<file path="config.mk">
export PLATFORM = sky130hd
export DESIGN_NAME = bpred_table_ctrl_flat
export DESIGN_NICKNAME = d
export VERILOG_FILES = /design/src/rtl/bpred_table_ctrl_if.sv /design/src/rtl/bpred_table_ctrl.sv /design/src/flat_wrapper.sv
export SDC_FILE = /design/constraint.sdc
export NUM_CORES = 1
export LEC_CHECK = 0
export ABC_AREA = 1
export CAP_MARGIN = 10
export CORE_ASPECT_RATIO = 1.4
export CORE_MARGIN = 2
export CORE_UTILIZATION = 59
export DETAILED_ROUTE_END_ITERATION = 10
export GPL_ROUTABILITY_DRIVEN = 0
export PLACE_DENSITY = 0.95
export SLEW_MARGIN = 20
export SYNTH_ARGS = -nofsm -noshare
export SYNTH_HDL_FRONTEND = slang
export SYNTH_SLANG_ARGS = --single-unit
</file>
<file path="constraint.sdc">
create_clock -name clk -period 7.8 [get_ports clk]
set_input_delay 2.34 -clock clk [delete_from_list [all_inputs] [get_ports clk]]
set_output_delay 2.34 -clock clk [all_outputs]
set_load 0.02 [all_outputs]
</file>
<file path="src/rtl/bpred_table_ctrl_if.sv">
`default_nettype none
// ============================================================================
// Module   : bpred_table_ctrl_if
// Purpose  : Bundles the request, update, host and table-write signals of the
//            branch-predictor table write-port controller.
// Modports : master - requester side (drives flush/stall/updates/host writes,
//                     observes the table write port and status)
//            slave  - controller side (bpred_table_ctrl)
// Revision : 1.0 - initial release
// ============================================================================
interface bpred_table_ctrl_if #(
    parameter int INDEX_W    = 8,
    parameter int DATA_W     = 36,
    parameter int FIFO_DEPTH = 4
);
    localparam int c_lvl_w = $clog2(FIFO_DEPTH) + 1;

    // Pipeline control
    logic               flush;
    logic               stall;

    // Execute-stage update requests
    logic               upd_valid;
    logic [INDEX_W-1:0] upd_index;
    logic [DATA_W-1:0]  upd_data;
    logic [3:0]         upd_byteen;
    logic               upd_ready;

    // Host / debug write requests
    logic               host_req;
    logic [INDEX_W-1:0] host_index;
    logic [DATA_W-1:0]  host_data;
    logic [3:0]         host_byteen;
    logic               host_ack;

    // Table write port
    logic               mem_wren;
    logic [INDEX_W-1:0] mem_wraddr;
    logic [DATA_W-1:0]  mem_wdata;
    logic [3:0]         mem_byteen;

    // Status
    logic               init_busy;
    logic [c_lvl_w-1:0] fifo_level;
    logic [15:0]        drop_count;

    modport master (
        output flush, stall,
        output upd_valid, upd_index, upd_data, upd_byteen,
        output host_req, host_index, host_data, host_byteen,
        input  upd_ready, host_ack,
        input  mem_wren, mem_wraddr, mem_wdata, mem_byteen,
        input  init_busy, fifo_level, drop_count
    );

    modport slave (
        input  flush, stall,
        input  upd_valid, upd_index, upd_data, upd_byteen,
        input  host_req, host_index, host_data, host_byteen,
        output upd_ready, host_ack,
        output mem_wren, mem_wraddr, mem_wdata, mem_byteen,
        output init_busy, fifo_level, drop_count
    );
endinterface
`default_nettype wire

</file>
<file path="src/rtl/bpred_table_ctrl.sv">
`default_nettype none
// ============================================================================
// Module   : bpred_table_ctrl
// Purpose  : Write-port controller for the combined BTB/bimodal predictor
//            table. Zeroes the whole table after reset or flush, queues
//            execute-stage updates in an in-order FIFO and arbitrates the
//            single write port between that FIFO and a host/debug requester
//            (FIFO priority with a starvation limit for the host).
// Ports    : clk, reset (async, active-high)
//            bus (bpred_table_ctrl_if.slave): flush/stall, update request
//            channel, host request channel, registered table write port,
//            init_busy / fifo_level / drop_count status
// Revision : 1.0 - initial release
// ============================================================================
module bpred_table_ctrl #(
    parameter int INDEX_W    = 8,
    parameter int DATA_W     = 36,
    parameter int FIFO_DEPTH = 4,
    parameter int STARVE_MAX = 3
) (
    input  wire logic         clk,
    input  wire logic         reset,
    bpred_table_ctrl_if.slave bus
);
    localparam int c_lvl_w = $clog2(FIFO_DEPTH) + 1;
    localparam int c_ptr_w = $clog2(FIFO_DEPTH);
    localparam int c_stv_w = $clog2(STARVE_MAX + 1);
    localparam int c_ent_w = INDEX_W + DATA_W + 4;
    localparam logic [c_lvl_w-1:0] c_depth      = c_lvl_w'(FIFO_DEPTH);
    localparam logic [c_stv_w-1:0] c_starve_max = c_stv_w'(STARVE_MAX);

    typedef enum logic [0:0] {
        ST_INIT = 1'b0,
        ST_RUN  = 1'b1
    } state_t;

    state_t             r_state;
    logic [INDEX_W-1:0] r_init_idx;
    // Pointers carry one extra wrap bit so full and empty are distinguishable.
    logic [c_lvl_w-1:0] r_wr_ptr;
    logic [c_lvl_w-1:0] r_rd_ptr;
    logic [c_ent_w-1:0] r_fifo_mem [FIFO_DEPTH];
    logic [c_stv_w-1:0] r_starve;
    logic               r_mem_wren;
    logic [INDEX_W-1:0] r_mem_wraddr;
    logic [DATA_W-1:0]  r_mem_wdata;
    logic [3:0]         r_mem_byteen;
    logic               r_host_ack;
    logic [15:0]        r_drop_count;

    logic [c_lvl_w-1:0] w_level;
    logic               w_upd_ready;
    logic               w_enq;
    logic               w_drop;
    logic               w_fifo_ne;
    logic               w_host_elig;
    logic               w_arb_en;
    logic               w_host_win;
    logic               w_fifo_win;
    logic [c_ent_w-1:0] w_head;

    assign w_level     = r_wr_ptr - r_rd_ptr;
    assign w_upd_ready = (r_state == ST_RUN) && (w_level < c_depth) && !bus.flush;
    assign w_enq       = bus.upd_valid & w_upd_ready & ~bus.stall;
    assign w_drop      = bus.upd_valid & ~bus.stall & ~w_upd_ready;
    assign w_fifo_ne   = (w_level != '0);

    // A host whose ack is on the wire this cycle is still holding its request
    // level; masking it here keeps one request from being granted twice.
    assign w_host_elig = bus.host_req & ~r_host_ack;
    assign w_arb_en    = (r_state == ST_RUN) & ~bus.flush;
    assign w_host_win  = w_arb_en & w_host_elig &
                         (~w_fifo_ne | (r_starve == c_starve_max));
    assign w_fifo_win  = w_arb_en & w_fifo_ne & ~w_host_win;
    assign w_head      = r_fifo_mem[r_rd_ptr[c_ptr_w-1:0]];

    // Storage needs no reset: an entry is only read after it has been written.
    always_ff @(posedge clk) begin
        if (w_enq) begin
            r_fifo_mem[r_wr_ptr[c_ptr_w-1:0]] <= {bus.upd_index, bus.upd_data, bus.upd_byteen};
        end
    end

    always_ff @(posedge clk or posedge reset) begin
        if (reset) begin
            r_state      <= ST_INIT;
            r_init_idx   <= '0;
            r_wr_ptr     <= '0;
            r_rd_ptr     <= '0;
            r_starve     <= '0;
            r_mem_wren   <= 1'b0;
            r_mem_wraddr <= '0;
            r_mem_wdata  <= '0;
            r_mem_byteen <= 4'h0;
            r_host_ack   <= 1'b0;
            r_drop_count <= 16'h0000;
        end else begin
            if (w_drop && (r_drop_count != 16'hFFFF)) begin
                r_drop_count <= r_drop_count + 16'd1;
            end

            if (bus.flush) begin
                // Queued updates are discarded silently; they are not drops.
                r_state    <= ST_INIT;
                r_init_idx <= '0;
                r_wr_ptr   <= '0;
                r_rd_ptr   <= '0;
                r_starve   <= '0;
                r_mem_wren <= 1'b0;
                r_host_ack <= 1'b0;
            end else begin
                if (w_enq) begin
                    r_wr_ptr <= r_wr_ptr + 1'b1;
                end
                if (w_fifo_win) begin
                    r_rd_ptr <= r_rd_ptr + 1'b1;
                end
                r_host_ack <= w_host_win;

                if (r_state == ST_INIT) begin
                    r_mem_wren   <= 1'b1;
                    r_mem_wraddr <= r_init_idx;
                    r_mem_wdata  <= '0;
                    r_mem_byteen <= 4'hF;
                    r_init_idx   <= r_init_idx + 1'b1;
                    r_starve     <= '0;
                    if (r_init_idx == '1) begin
                        r_state <= ST_RUN;
                    end
                end else if (w_host_win) begin
                    r_mem_wren   <= 1'b1;
                    r_mem_wraddr <= bus.host_index;
                    r_mem_wdata  <= bus.host_data;
                    r_mem_byteen <= bus.host_byteen;
                    r_starve     <= '0;
                end else if (w_fifo_win) begin
                    r_mem_wren   <= 1'b1;
                    r_mem_wraddr <= w_head[c_ent_w-1 -: INDEX_W];
                    r_mem_wdata  <= w_head[DATA_W+3:4];
                    r_mem_byteen <= w_head[3:0];
                    // Only an eligible host that lost accumulates starvation.
                    r_starve     <= w_host_elig ? (r_starve + 1'b1) : '0;
                end else begin
                    r_mem_wren <= 1'b0;
                    r_starve   <= '0;
                end
            end
        end
    end

    assign bus.upd_ready  = w_upd_ready;
    assign bus.host_ack   = r_host_ack;
    assign bus.mem_wren   = r_mem_wren;
    assign bus.mem_wraddr = r_mem_wraddr;
    assign bus.mem_wdata  = r_mem_wdata;
    assign bus.mem_byteen = r_mem_byteen;
    assign bus.init_busy  = (r_state == ST_INIT);
    assign bus.fifo_level = w_level;
    assign bus.drop_count = r_drop_count;

endmodule
`default_nettype wire

</file>
<file path="src/flat_wrapper.sv">
// flat-port wrapper written by rule: the top's interface ports become plain ports
module bpred_table_ctrl_flat 
#(
    parameter int INDEX_W    = 8,
    parameter int DATA_W     = 36,
    parameter int FIFO_DEPTH = 4,
    parameter int STARVE_MAX = 3
)
  (clk, reset, bus_flush, bus_stall, bus_upd_valid, bus_upd_index, bus_upd_data, bus_upd_byteen, bus_host_req, bus_host_index, bus_host_data, bus_host_byteen, bus_upd_ready, bus_host_ack, bus_mem_wren, bus_mem_wraddr, bus_mem_wdata, bus_mem_byteen, bus_init_busy, bus_fifo_level, bus_drop_count);
  bpred_table_ctrl_if #(.INDEX_W(INDEX_W), .DATA_W(DATA_W), .FIFO_DEPTH(FIFO_DEPTH)) bus_i ();
  input  wire logic clk;
  input  wire logic reset;
  input wire logic [$bits(bus_i.flush)-1:0] bus_flush;
  input wire logic [$bits(bus_i.stall)-1:0] bus_stall;
  input wire logic [$bits(bus_i.upd_valid)-1:0] bus_upd_valid;
  input wire logic [$bits(bus_i.upd_index)-1:0] bus_upd_index;
  input wire logic [$bits(bus_i.upd_data)-1:0] bus_upd_data;
  input wire logic [$bits(bus_i.upd_byteen)-1:0] bus_upd_byteen;
  input wire logic [$bits(bus_i.host_req)-1:0] bus_host_req;
  input wire logic [$bits(bus_i.host_index)-1:0] bus_host_index;
  input wire logic [$bits(bus_i.host_data)-1:0] bus_host_data;
  input wire logic [$bits(bus_i.host_byteen)-1:0] bus_host_byteen;
  output wire logic [$bits(bus_i.upd_ready)-1:0] bus_upd_ready;
  output wire logic [$bits(bus_i.host_ack)-1:0] bus_host_ack;
  output wire logic [$bits(bus_i.mem_wren)-1:0] bus_mem_wren;
  output wire logic [$bits(bus_i.mem_wraddr)-1:0] bus_mem_wraddr;
  output wire logic [$bits(bus_i.mem_wdata)-1:0] bus_mem_wdata;
  output wire logic [$bits(bus_i.mem_byteen)-1:0] bus_mem_byteen;
  output wire logic [$bits(bus_i.init_busy)-1:0] bus_init_busy;
  output wire logic [$bits(bus_i.fifo_level)-1:0] bus_fifo_level;
  output wire logic [$bits(bus_i.drop_count)-1:0] bus_drop_count;
  assign bus_i.flush = bus_flush;
  assign bus_i.stall = bus_stall;
  assign bus_i.upd_valid = bus_upd_valid;
  assign bus_i.upd_index = bus_upd_index;
  assign bus_i.upd_data = bus_upd_data;
  assign bus_i.upd_byteen = bus_upd_byteen;
  assign bus_i.host_req = bus_host_req;
  assign bus_i.host_index = bus_host_index;
  assign bus_i.host_data = bus_host_data;
  assign bus_i.host_byteen = bus_host_byteen;
  assign bus_upd_ready = bus_i.upd_ready;
  assign bus_host_ack = bus_i.host_ack;
  assign bus_mem_wren = bus_i.mem_wren;
  assign bus_mem_wraddr = bus_i.mem_wraddr;
  assign bus_mem_wdata = bus_i.mem_wdata;
  assign bus_mem_byteen = bus_i.mem_byteen;
  assign bus_init_busy = bus_i.init_busy;
  assign bus_fifo_level = bus_i.fifo_level;
  assign bus_drop_count = bus_i.drop_count;
  bpred_table_ctrl #(.INDEX_W(INDEX_W), .DATA_W(DATA_W), .FIFO_DEPTH(FIFO_DEPTH), .STARVE_MAX(STARVE_MAX)) u_core (.clk(clk), .reset(reset), .bus(bus_i));
endmodule
</file>
==> results.sh, run 1 <==
export IMPL_outcome="finished clean"
export IMPL_grt_first_pass_wirelength_microns=43280
export IMPL_drtIter0Drc=894
export IMPL_die_h_microns=171.0
export IMPL_start_kind="primary input"
export IMPL_cts_sinks=275
export IMPL_dieArea_sq_um=21070
export IMPL_clk_insertion_delay_late_ps=530
export IMPL_grt_overflow_total=0
export IMPL_p_per_area_nw_per_um2=215.0
export IMPL_power_w=0.003110
export IMPL_post_cts_buffers=0
export IMPL_ant_nets=0
export IMPL_syn_inst=1070
export IMPL_cts_resized=0
export IMPL_synth_seq_cells=275
export IMPL_finish_utilization_pct=73.47
export IMPL_vias=8811
export IMPL_finalSetupViolCount=0
export IMPL_internal_power_w=0.002448
export IMPL_grtUsageTotal_pct=26.62
export IMPL_cts_hold_buf=0
export IMPL_clockBufferDepth=3
export IMPL_critPathLaunch="bus_flush"
export IMPL_clkPwrFrac_pct=40.7
export IMPL_synth_area_leaders="edfxtp_1 (49%), dfrtp_1 (18%), nand2_1 (7.4%)"
export IMPL_combPwrFrac_pct=7.2
export IMPL_place_ws_ps=1593
export IMPL_synth_common_cells="nand2_1 (231), edfxtp_1 (192), a21oi_1 (88)"
export IMPL_p_leak_nw=5.593
export IMPL_final_layout_size_suffix_gt1_share_pct=5.763
export IMPL_hold_viol_final=0
export IMPL_power_switching_w=0.0006619
export IMPL_placedCellCount=1438
export IMPL_synth_edf_count=192
export IMPL_hold_path_class="flip-flop to flip-flop"
export IMPL_slew_viol_final=0
export IMPL_route_detailed_drc=0
export IMPL_r2r_start="u_core.r_state"
export IMPL_area_growth_pct=23.15
export IMPL_fillerInstances=1250
export IMPL_cp_max_fo=4
export IMPL_drt_pass1_iterations=5
export IMPL_syn_nets=1182
export IMPL_coreArea_sq_um=19690
export IMPL_grt_pass1_vias=8812
export IMPL_final_setup_tns_ps=0
export IMPL_yosysMostFrequentCell="nand2_1"
export IMPL_cp_arrival_ps=3860
export IMPL_period_share_pct=79.51
export IMPL_initial_utilization_pct=59.66
export IMPL_p_seq_share_pct=52.1
export IMPL_async_flop_share_pct=30.18
export IMPL_routed_wl_microns=28470
export IMPL_yosys_warnings=0
export IMPL_finalNetCount=1325
export IMPL_cts_tree="built"
export IMPL_pin_count=173
export IMPL_dp_hpwl_microns=17340
export IMPL_yosysTopAreaCell="edfxtp_1"
export IMPL_clkSlewWorstSetupHoldPaths_ps=70
export IMPL_io_buffers=172
export IMPL_synth_ff_type="edfxtp_1"
export IMPL_max_cap_violations=0
export IMPL_synth_top_area_share_pct=49.08
export IMPL_synth_distinct_cells=32
export IMPL_slew_headroom_pct=29.33
export IMPL_vias_per_cell=5.937
export IMPL_worst_setup_path_type="primary input to output port"
export IMPL_diodes=0
export IMPL_fin_ws_ps=1598
export IMPL_rsz0062_at_grt="no"
export IMPL_required_ps=5460
export IMPL_die_x_microns=123.3
export IMPL_cts_buffers=25
export IMPL_finalClockSkew_ps=10.46
export IMPL_min_from="u_core.r_starve[0]"
export IMPL_ir_drop_v=0.0001775
export IMPL_syn_area_sq_um=11750
export IMPL_wl_per_cell_microns=19.18
export IMPL_fmax_mhz=161.2
export IMPL_seq_area_frac_synth_pct=66.76
export IMPL_final_cell_count_no_fill=1484
export IMPL_min_period_ps=6202
export IMPL_antenna_found_initial=1
export IMPL_power_share_switching_pct=21.28
export IMPL_htreeDepth=1
export IMPL_grt_max_degree=69
export IMPL_tightestPinTransition_ps=1060
export IMPL_row_count=61
export IMPL_end_kind="output port"
export IMPL_avgSynthCellArea_sq_um=10.98
export IMPL_cts_root_buffer="clkbuf_16"
## logic make-up (layout without fill, tap and decap cells)
family                     Yosys count  after routing  synth area share, %
and+or+nand+nor                    445            445                16.82
DFF                                275            275                66.76
buffers and inverters              117            279                4.132
xor gates and xnor gates            12             12               0.8947
adders and majority gates           10             10                1.129
AOI/OAI and AO/OA                  211            211                10.27
## final cells by class
class | instances | area [sq um] | share of cell area (%)
repair buffers | 182 | 1797 | 12.42
well taps | 252 | 315.3 | 2.179
flip-flops and latches | 275 | 7849 | 54.25
clock inverters | 10 | 127.6 | 0.8821
clock buffers | 36 | 729.5 | 5.042
inverters | 51 | 192.7 | 1.332
multi-input cells | 678 | 3457 | 23.90
## stage by stage
| stage | cell area, sq um | hold WS [ps] |
|---|---|---|
| CTS | 14460 | 433.6 |
| finish | 14470 | 429.0 |
| detailed placement | 13610 | 424.2 |
| floorplan | 11750 | 407.9 |
| global placement | 13610 | 420.0 |
| global route | 14470 | 463.1 |
## layer usage
metal	global-route usage [%]	share of wire (%)	vias up
met5	0	0	-
met4	13.39	3.8	0
met3	4.267	7.3	91
met2	47.18	53	440
met1	30.87	36	4256
li1	-	-	4024
## worst max-delay path, cell delays in order
cell and delay [ps]:
clkdlybuf4s50_1 490, nor2_4 200, nand3_1 130, inv_1 90, clkdlybuf4s50_1 600
## placed cells by master (no fill, tap or decap), types with 37 or more instances in the layout
| cell type | count |
|---|---|
| nor2_1 | 74 |
| nand2_1 | 230 |
| dfrtp_1 | 80 |
| nand3_1 | 78 |
| a21oi_1 | 88 |
| edfxtp_1 | 192 |
| clkdlybuf4s50_1 | 172 |
| nand3b_1 | 37 |
| inv_1 | 44 |
| o21ai_0 | 39 |
## sequential cells by signal, summed over array words and instances (netlist names)
| register | flops |
|---|---|
| u_core.bus.mem_byteen | 4 |
| u_core.r_wr_ptr | 3 |
| u_core.bus.mem_wraddr | 8 |
| u_core.r_init_idx | 8 |
| u_core.r_fifo_mem | 192 |
| u_core.r_state | 1 |
| u_core.r_starve | 2 |
| u_core.bus.drop_count | 16 |
| u_core.bus.host_ack | 1 |
| u_core.bus.mem_wdata | 36 |
| u_core.r_rd_ptr | 3 |
| u_core.bus.mem_wren | 1 |
## power by group through the flow
stage	sequential [W]	clock, W	combinational, W
after floorplan	0.00167	0	0.0000681
after global placement	0.00165	0	0.000213
after detailed placement	0.00165	0	0.000221
after CTS	0.00162	0.00128	0.000223
after global routing	0.00162	0.00133	0.000242
final	0.00162	0.00127	0.000224
## final timing paths
check / end / slack, ps / depth (start not counted)
min in group asynchronous: u_core.bus.mem_wdata[12] / 2170 / 2
worst min-delay path: u_core.r_starve[0] / 430 / 1
worst min register to register: u_core.r_starve[0] / 430 / 1
max in group asynchronous: u_core.r_rd_ptr[0] / 4480 / 3
worst max register to register: u_core.bus.mem_wdata[15] / 3020 / 11
worst max-delay path: bus_upd_ready / 1600 / 5
Power figures use the tool's default switching activity.
==> run 2, diff against run 1 <==
--- a/config.mk
+++ b/config.mk
@@ -9,10 +9,10 @@
 export CAP_MARGIN = 10
 export CORE_ASPECT_RATIO = 1.4
 export CORE_MARGIN = 2
-export CORE_UTILIZATION = 59
+export CORE_UTILIZATION = 49
 export DETAILED_ROUTE_END_ITERATION = 10
 export GPL_ROUTABILITY_DRIVEN = 0
-export PLACE_DENSITY = 0.95
+export PLACE_DENSITY = 0.87
 export SLEW_MARGIN = 20
 export SYNTH_ARGS = -nofsm -noshare
 export SYNTH_HDL_FRONTEND = slang
==> constraint.sdc (replaced) <==
create_clock -name clk -period 5.7 [get_ports clk]
set_input_delay 1.71 -clock clk [delete_from_list [all_inputs] [get_ports clk]]
set_output_delay 1.71 -clock clk [all_outputs]
set_load 0.02 [all_outputs]
==> run 2 against run 1 <==
Net effect: sequential share of layout area fell by 0.24 points; power grew 33%; combinational power is 35% higher; first-iteration DRC count down 15%; worst hold slack gained 6.8 ps; setup slack got worse by 800 ps; global-route usage down 4.8 points; critical path depth unchanged; register-to-register slack lost 1100 ps; utilization down 12 points; flip-flop and latch count is the same; routed wire length down 2.1%; critical path type unchanged.
==> results.sh, run 2 (synthesis results as in run 1) <==
export IMPL_outcome="finished clean"
export IMPL_wl_per_cell_microns=18.02
export IMPL_p_per_area_nw_per_um2=285.4
export IMPL_period_share_pct=85.99
export IMPL_max_stage_delay_ps=610
export IMPL_place_ws_ps=768.0
export IMPL_start_kind="primary input"
export IMPL_row_count=67
export IMPL_area_growth_pct=23.67
export IMPL_grt_max_degree=99
export IMPL_pin_count=173
export IMPL_route_detailed_drc=0
export IMPL_drtIter0Drc=760
export IMPL_io_buffers=172
export IMPL_slew_headroom_pct=27.10
export IMPL_final_layout_size_suffix_gt1_share_pct=5.911
export IMPL_cts_buffers=24
export IMPL_path_buf_inv=3
export IMPL_post_cts_buffers=0
export IMPL_finalClockSkew_ps=12.61
export IMPL_crit_chain="clkdlybuf4s50_1 > nor2_4 > nand3_1 > inv_1 > clkdlybuf4s50_1"
export IMPL_r2r_slack_ps=1950
export IMPL_fmax_mhz=204.0
export IMPL_cts_sinks=275
export IMPL_grt_first_pass_wirelength_microns=43680
export IMPL_crit_slowest_cell="clkdlybuf4s50_1"
export IMPL_reg2reg_depth=15
export IMPL_r2r_end="u_core.bus.mem_wraddr[1]"
export IMPL_cp_depth=5
export IMPL_crit_top_cell="clkdlybuf4s50_1"
export IMPL_cp_max_fo=4
export IMPL_layout_commonest_cell="nand2_1"
export IMPL_grt_overflow_total=0
export IMPL_finalSetupViolCount=0
export IMPL_vias=8738
export IMPL_coreArea_sq_um=23720
export IMPL_cp_arrival_ps=3190
export IMPL_die_x_microns=134.9
export IMPL_finish_utilization_pct=61.24
export IMPL_dp_hpwl_microns=17220
export IMPL_fin_ws_ps=798.3
export IMPL_cts_tree="built"
export IMPL_r2r_start="u_core.r_wr_ptr[0]"
export IMPL_tightestPinTransition_ps=1094
export IMPL_required_ps=3990
export IMPL_dieArea_sq_um=25250
export IMPL_clockBufferDepth=3
export IMPL_cts_resized=0
export IMPL_critPathLaunch="bus_flush"
export IMPL_initial_utilization_pct=49.52
export IMPL_clk_insertion_delay_late_ps=520
export IMPL_die_h_microns=187.2
export IMPL_drt_pass1_iterations=5
export IMPL_critical_path_top_delay_family="buffers and inverters"
export IMPL_grtUsageTotal_pct=21.85
export IMPL_vias_per_cell=5.652
export IMPL_clkSlewWorstSetupHoldPaths_ps=70
export IMPL_final_setup_tns_ps=0
export IMPL_rsz0062_at_grt="no"
export IMPL_p_leak_nw=5.572
export IMPL_worstSetupEndpoint="bus_upd_ready"
export IMPL_grt_pass1_vias=8650
export IMPL_largest_reg_flops=192
export IMPL_power_w=0.004146
export IMPL_placedCellCount=1501
export IMPL_finalNetCount=1329
export IMPL_cts_root_buffer="clkbuf_16"
export IMPL_cts_hold_buf=0
export IMPL_htreeDepth=1
export IMPL_end_kind="output port"
export IMPL_min_period_ps=4902
export IMPL_ant_nets=0
export IMPL_worst_setup_path_type="primary input to output port"
export IMPL_ir_drop_v=0.0002258
export IMPL_routed_wl_microns=27860
export IMPL_slew_viol_final=0
export IMPL_final_cell_mix="nand2_1 (230), edfxtp_1 (192), clkdlybuf4s50_1 (172)"
export IMPL_hold_viol_final=0
export IMPL_antenna_found_initial=1
export IMPL_max_cap_violations=0
export IMPL_final_cell_count_no_fill=1546
export IMPL_hold_path_class="flip-flop to flip-flop"
## run 2: cell count changes in the layout (fill, tap and decap cells not counted), sizes merged
cell,change
clkinvlp,+4
bufinv,-1
clkinv,+2
diode,+1
clkbuf,-7
buf,+5
## run 2: metrics by stage
| stage | area, sq um | hold WS [ps] |
|---|---|---|
| 6_report | 14530 | 435.8 |
| 5_1_grt | 14530 | 459.5 |
| 4_1_cts | 14520 | 434.2 |
| 3_5_place_dp | 13710 | 424.7 |
| 3_3_place_gp | 13710 | 417.7 |
| 2_1_floorplan | 11750 | 407.9 |
## run 2: per-layer routing
layer  vias up  global-route usage [%]  wire (microns)
met2       390                   39.75           14740
li1       4030                       -               -
met3        62                   3.008            2051
met1      4256                   25.76           10190
met4         0                   8.785             868
met5         -                       0               0
## run 2: worst min path at each step
stage	start	endpoint	slack [ps]	cells after the start
after floorplan	u_core.r_starve[0]	u_core.r_starve[0]	410	1
after global placement	u_core.r_starve[0]	u_core.r_starve[0]	420	1
after detailed placement	u_core.r_starve[0]	u_core.r_starve[0]	420	1
after CTS	u_core.r_starve[0]	u_core.r_starve[0]	430	1
after global routing	u_core.r_starve[0]	u_core.r_starve[0]	460	1
final	u_core.r_starve[0]	u_core.r_starve[0]	440	1
## run 2: area by class of cell
| cell class | instances | area, sq um |
|---|---|---|
| Clock inverter | 15 | 150.1 |
| Timing Repair Buffer | 187 | 1834 |
| Antenna cell | 1 | 2.502 |
| Tap cell | 310 | 387.9 |
| Clock buffer | 29 | 660.6 |
| Inverter | 51 | 193.9 |
| Sequential cell | 275 | 7846 |
| Fill cell | 1798 | 9196 |
| Multi-Input combinational cell | 678 | 3452 |
## run 2: where the power goes
| group | leakage, nW | switching (W) | internal (W) |
|---|---|---|---|
| Sequential | 2.83 | 0.0000387 | 0.00217 |
| Combinational | 2.35 | 0.000153 | 0.000150 |
| Clock | 0.386 | 0.000705 | 0.000926 |
==> run 3, diff against run 2 <==
--- a/config.mk
+++ b/config.mk
@@ -12,6 +12,7 @@
 export CORE_UTILIZATION = 49
 export DETAILED_ROUTE_END_ITERATION = 10
 export GPL_ROUTABILITY_DRIVEN = 0
+export MAX_ROUTING_LAYER = met4
 export PLACE_DENSITY = 0.87
 export SLEW_MARGIN = 20
 export SYNTH_ARGS = -nofsm -noshare
==> run 3 against run 2 <==
Net effect: first-iteration DRC count is 0.39% higher; sequential power is essentially flat; count of clock-buffer cells in the layout did not move; design area about the same; cell count unchanged; non-clock buffer count unchanged; utilization hardly changed; via count fell by 0.72%.
==> results.sh, run 3 (synthesis results as in run 1) <==
export IMPL_outcome="finished clean"
export IMPL_cts_buffers=24
export IMPL_end_kind="output port"
export IMPL_io_buffers=172
export IMPL_multi_input_area_sq_um=3452
export IMPL_r2r_start="u_core.r_wr_ptr[0]"
export IMPL_cts_sinks=275
export IMPL_grt_first_pass_wirelength_microns=43710
export IMPL_drt_pass1_iterations=5
export IMPL_max_cap_violations=0
export IMPL_wl_per_cell_microns=17.98
export IMPL_cts_resized=0
export IMPL_row_count=67
export IMPL_post_cts_buffers=0
export IMPL_hold_path_class="flip-flop to flip-flop"
export IMPL_ant_nets=0
export IMPL_cts_tree="built"
export IMPL_final_setup_tns_ps=0
export IMPL_final_layout_size_suffix_gt1_share_pct=5.911
export IMPL_dieArea_sq_um=25250
export IMPL_fillerInstances=1800
export IMPL_p_per_area_nw_per_um2=285.5
export IMPL_fin_ws_ps=797.2
export IMPL_htreeDepth=1
export IMPL_clockBufferDepth=3
export IMPL_drtIter0Drc=763
export IMPL_slew_headroom_pct=30.60
export IMPL_pin_count=173
export IMPL_route_detailed_drc=0
export IMPL_worst_setup_path_type="primary input to output port"
export IMPL_ir_drop_v=0.0002249
export IMPL_dp_hpwl_microns=17220
export IMPL_clk_insertion_delay_late_ps=520
export IMPL_vias=8675
export IMPL_antenna_found_initial=1
export IMPL_min_period_ps=4903
export IMPL_crit_chain="clkdlybuf4s50_1 > nor2_4 > nand3_1 > inv_1 > clkdlybuf4s50_1"
export IMPL_finish_utilization_pct=61.24
export IMPL_min_from="u_core.r_starve[0]"
export IMPL_register_area_sq_um=7846
export IMPL_cp_arrival_ps=3190
export IMPL_crit_slowest_cell="clkdlybuf4s50_1"
export IMPL_p_leak_nw=5.572
export IMPL_fmax_mhz=204.0
export IMPL_grt_max_degree=99
export IMPL_final_cell_mix="nand2_1 (230), edfxtp_1 (192), clkdlybuf4s50_1 (172)"
export IMPL_max_stage_delay_ps=610
export IMPL_tightestPinTransition_ps=1041
export IMPL_clkSlewWorstSetupHoldPaths_ps=70
export IMPL_vias_per_cell=5.611
export IMPL_coreArea_sq_um=23720
export IMPL_place_ws_ps=768.0
export IMPL_hold_viol_final=0
export IMPL_grt_overflow_total=0
export IMPL_grt_pass1_vias=8650
export IMPL_cp_max_fo=4
export IMPL_power_w=0.004148
export IMPL_largest_reg_flops=192
export IMPL_critPathLaunch="bus_flush"
export IMPL_finalSetupViolCount=0
export IMPL_grtUsageTotal_pct=22.52
export IMPL_initial_utilization_pct=49.52
export IMPL_slew_viol_final=0
export IMPL_crit_top_cell="clkdlybuf4s50_1"
export IMPL_layout_commonest_cell="nand2_1"
export IMPL_start_kind="primary input"
export IMPL_area_growth_pct=23.68
export IMPL_routed_wl_microns=27800
export IMPL_die_x_microns=134.9
export IMPL_rsz0062_at_grt="no"
export IMPL_die_h_microns=187.2
export IMPL_finalClockSkew_ps=12.62
export IMPL_cts_hold_buf=0
export IMPL_period_share_pct=86.01
export IMPL_finalNetCount=1329
export IMPL_required_ps=3990
export IMPL_cts_root_buffer="clkbuf_16"
## run 3: changes by cell type in the layout (fill, tap and decap cells not counted)
cell,delta
clkinv_2,+1
inv_2,-1
## run 3: area by class of cell
class	count	share of cell area [%]
tap	310	2.670
timing repair buffer	187	12.62
antenna	1	0.01722
clock inverter	15	1.033
clock buffer	29	4.547
multi-input combinational	678	23.76
sequential	275	54.00
inverter	51	1.343
## run 3: path summary, 6_finish.rpt
path / endpoint / slack (ps) / cells after the start
min in group asynchronous: u_core.bus.drop_count[11] / 1680 / 2
worst min-delay path: u_core.r_starve[0] / 430 / 1
max in group asynchronous: u_core.r_state / 3160 / 3
worst min register to register: u_core.r_starve[0] / 430 / 1
worst max register to register: u_core.bus.mem_wraddr[1] / 1980 / 15
worst max-delay path: bus_upd_ready / 800 / 5
## run 3: worst max-delay path: cells and delay by family
family	cells	cell delay, ps
buffers and inverters	3	1160
and+or+nand+nor	2	310
## run 3: power breakdown
| group | total (W) | internal [W] | switching, W |
|---|---|---|---|
| Clock | 0.00163 | 0.000926 | 0.000707 |
| Combinational | 0.000302 | 0.000150 | 0.000153 |
| Sequential | 0.00221 | 0.00217 | 0.0000385 |
## run 3: stage by stage
stage / instance area (sq um) / hold WS (ps) / cells
floorplan: 11750 / 407.9 / 1070
CTS: 14520 / 434.2 / 1545
finish: 14530 / 431.9 / 1546
global route: 14530 / 459.5 / 1546
detailed placement: 13710 / 424.7 / 1501
global placement: 13710 / 417.7 / 1501
## run 3: layer usage
layer	share of wire, %	track usage [%]	vias up
li1	-	-	4034
met1	36	25.87	4180
met2	53	39.89	405
met3	7.6	2.683	56
met4	3.0	8.785	0
met5	0	-	-
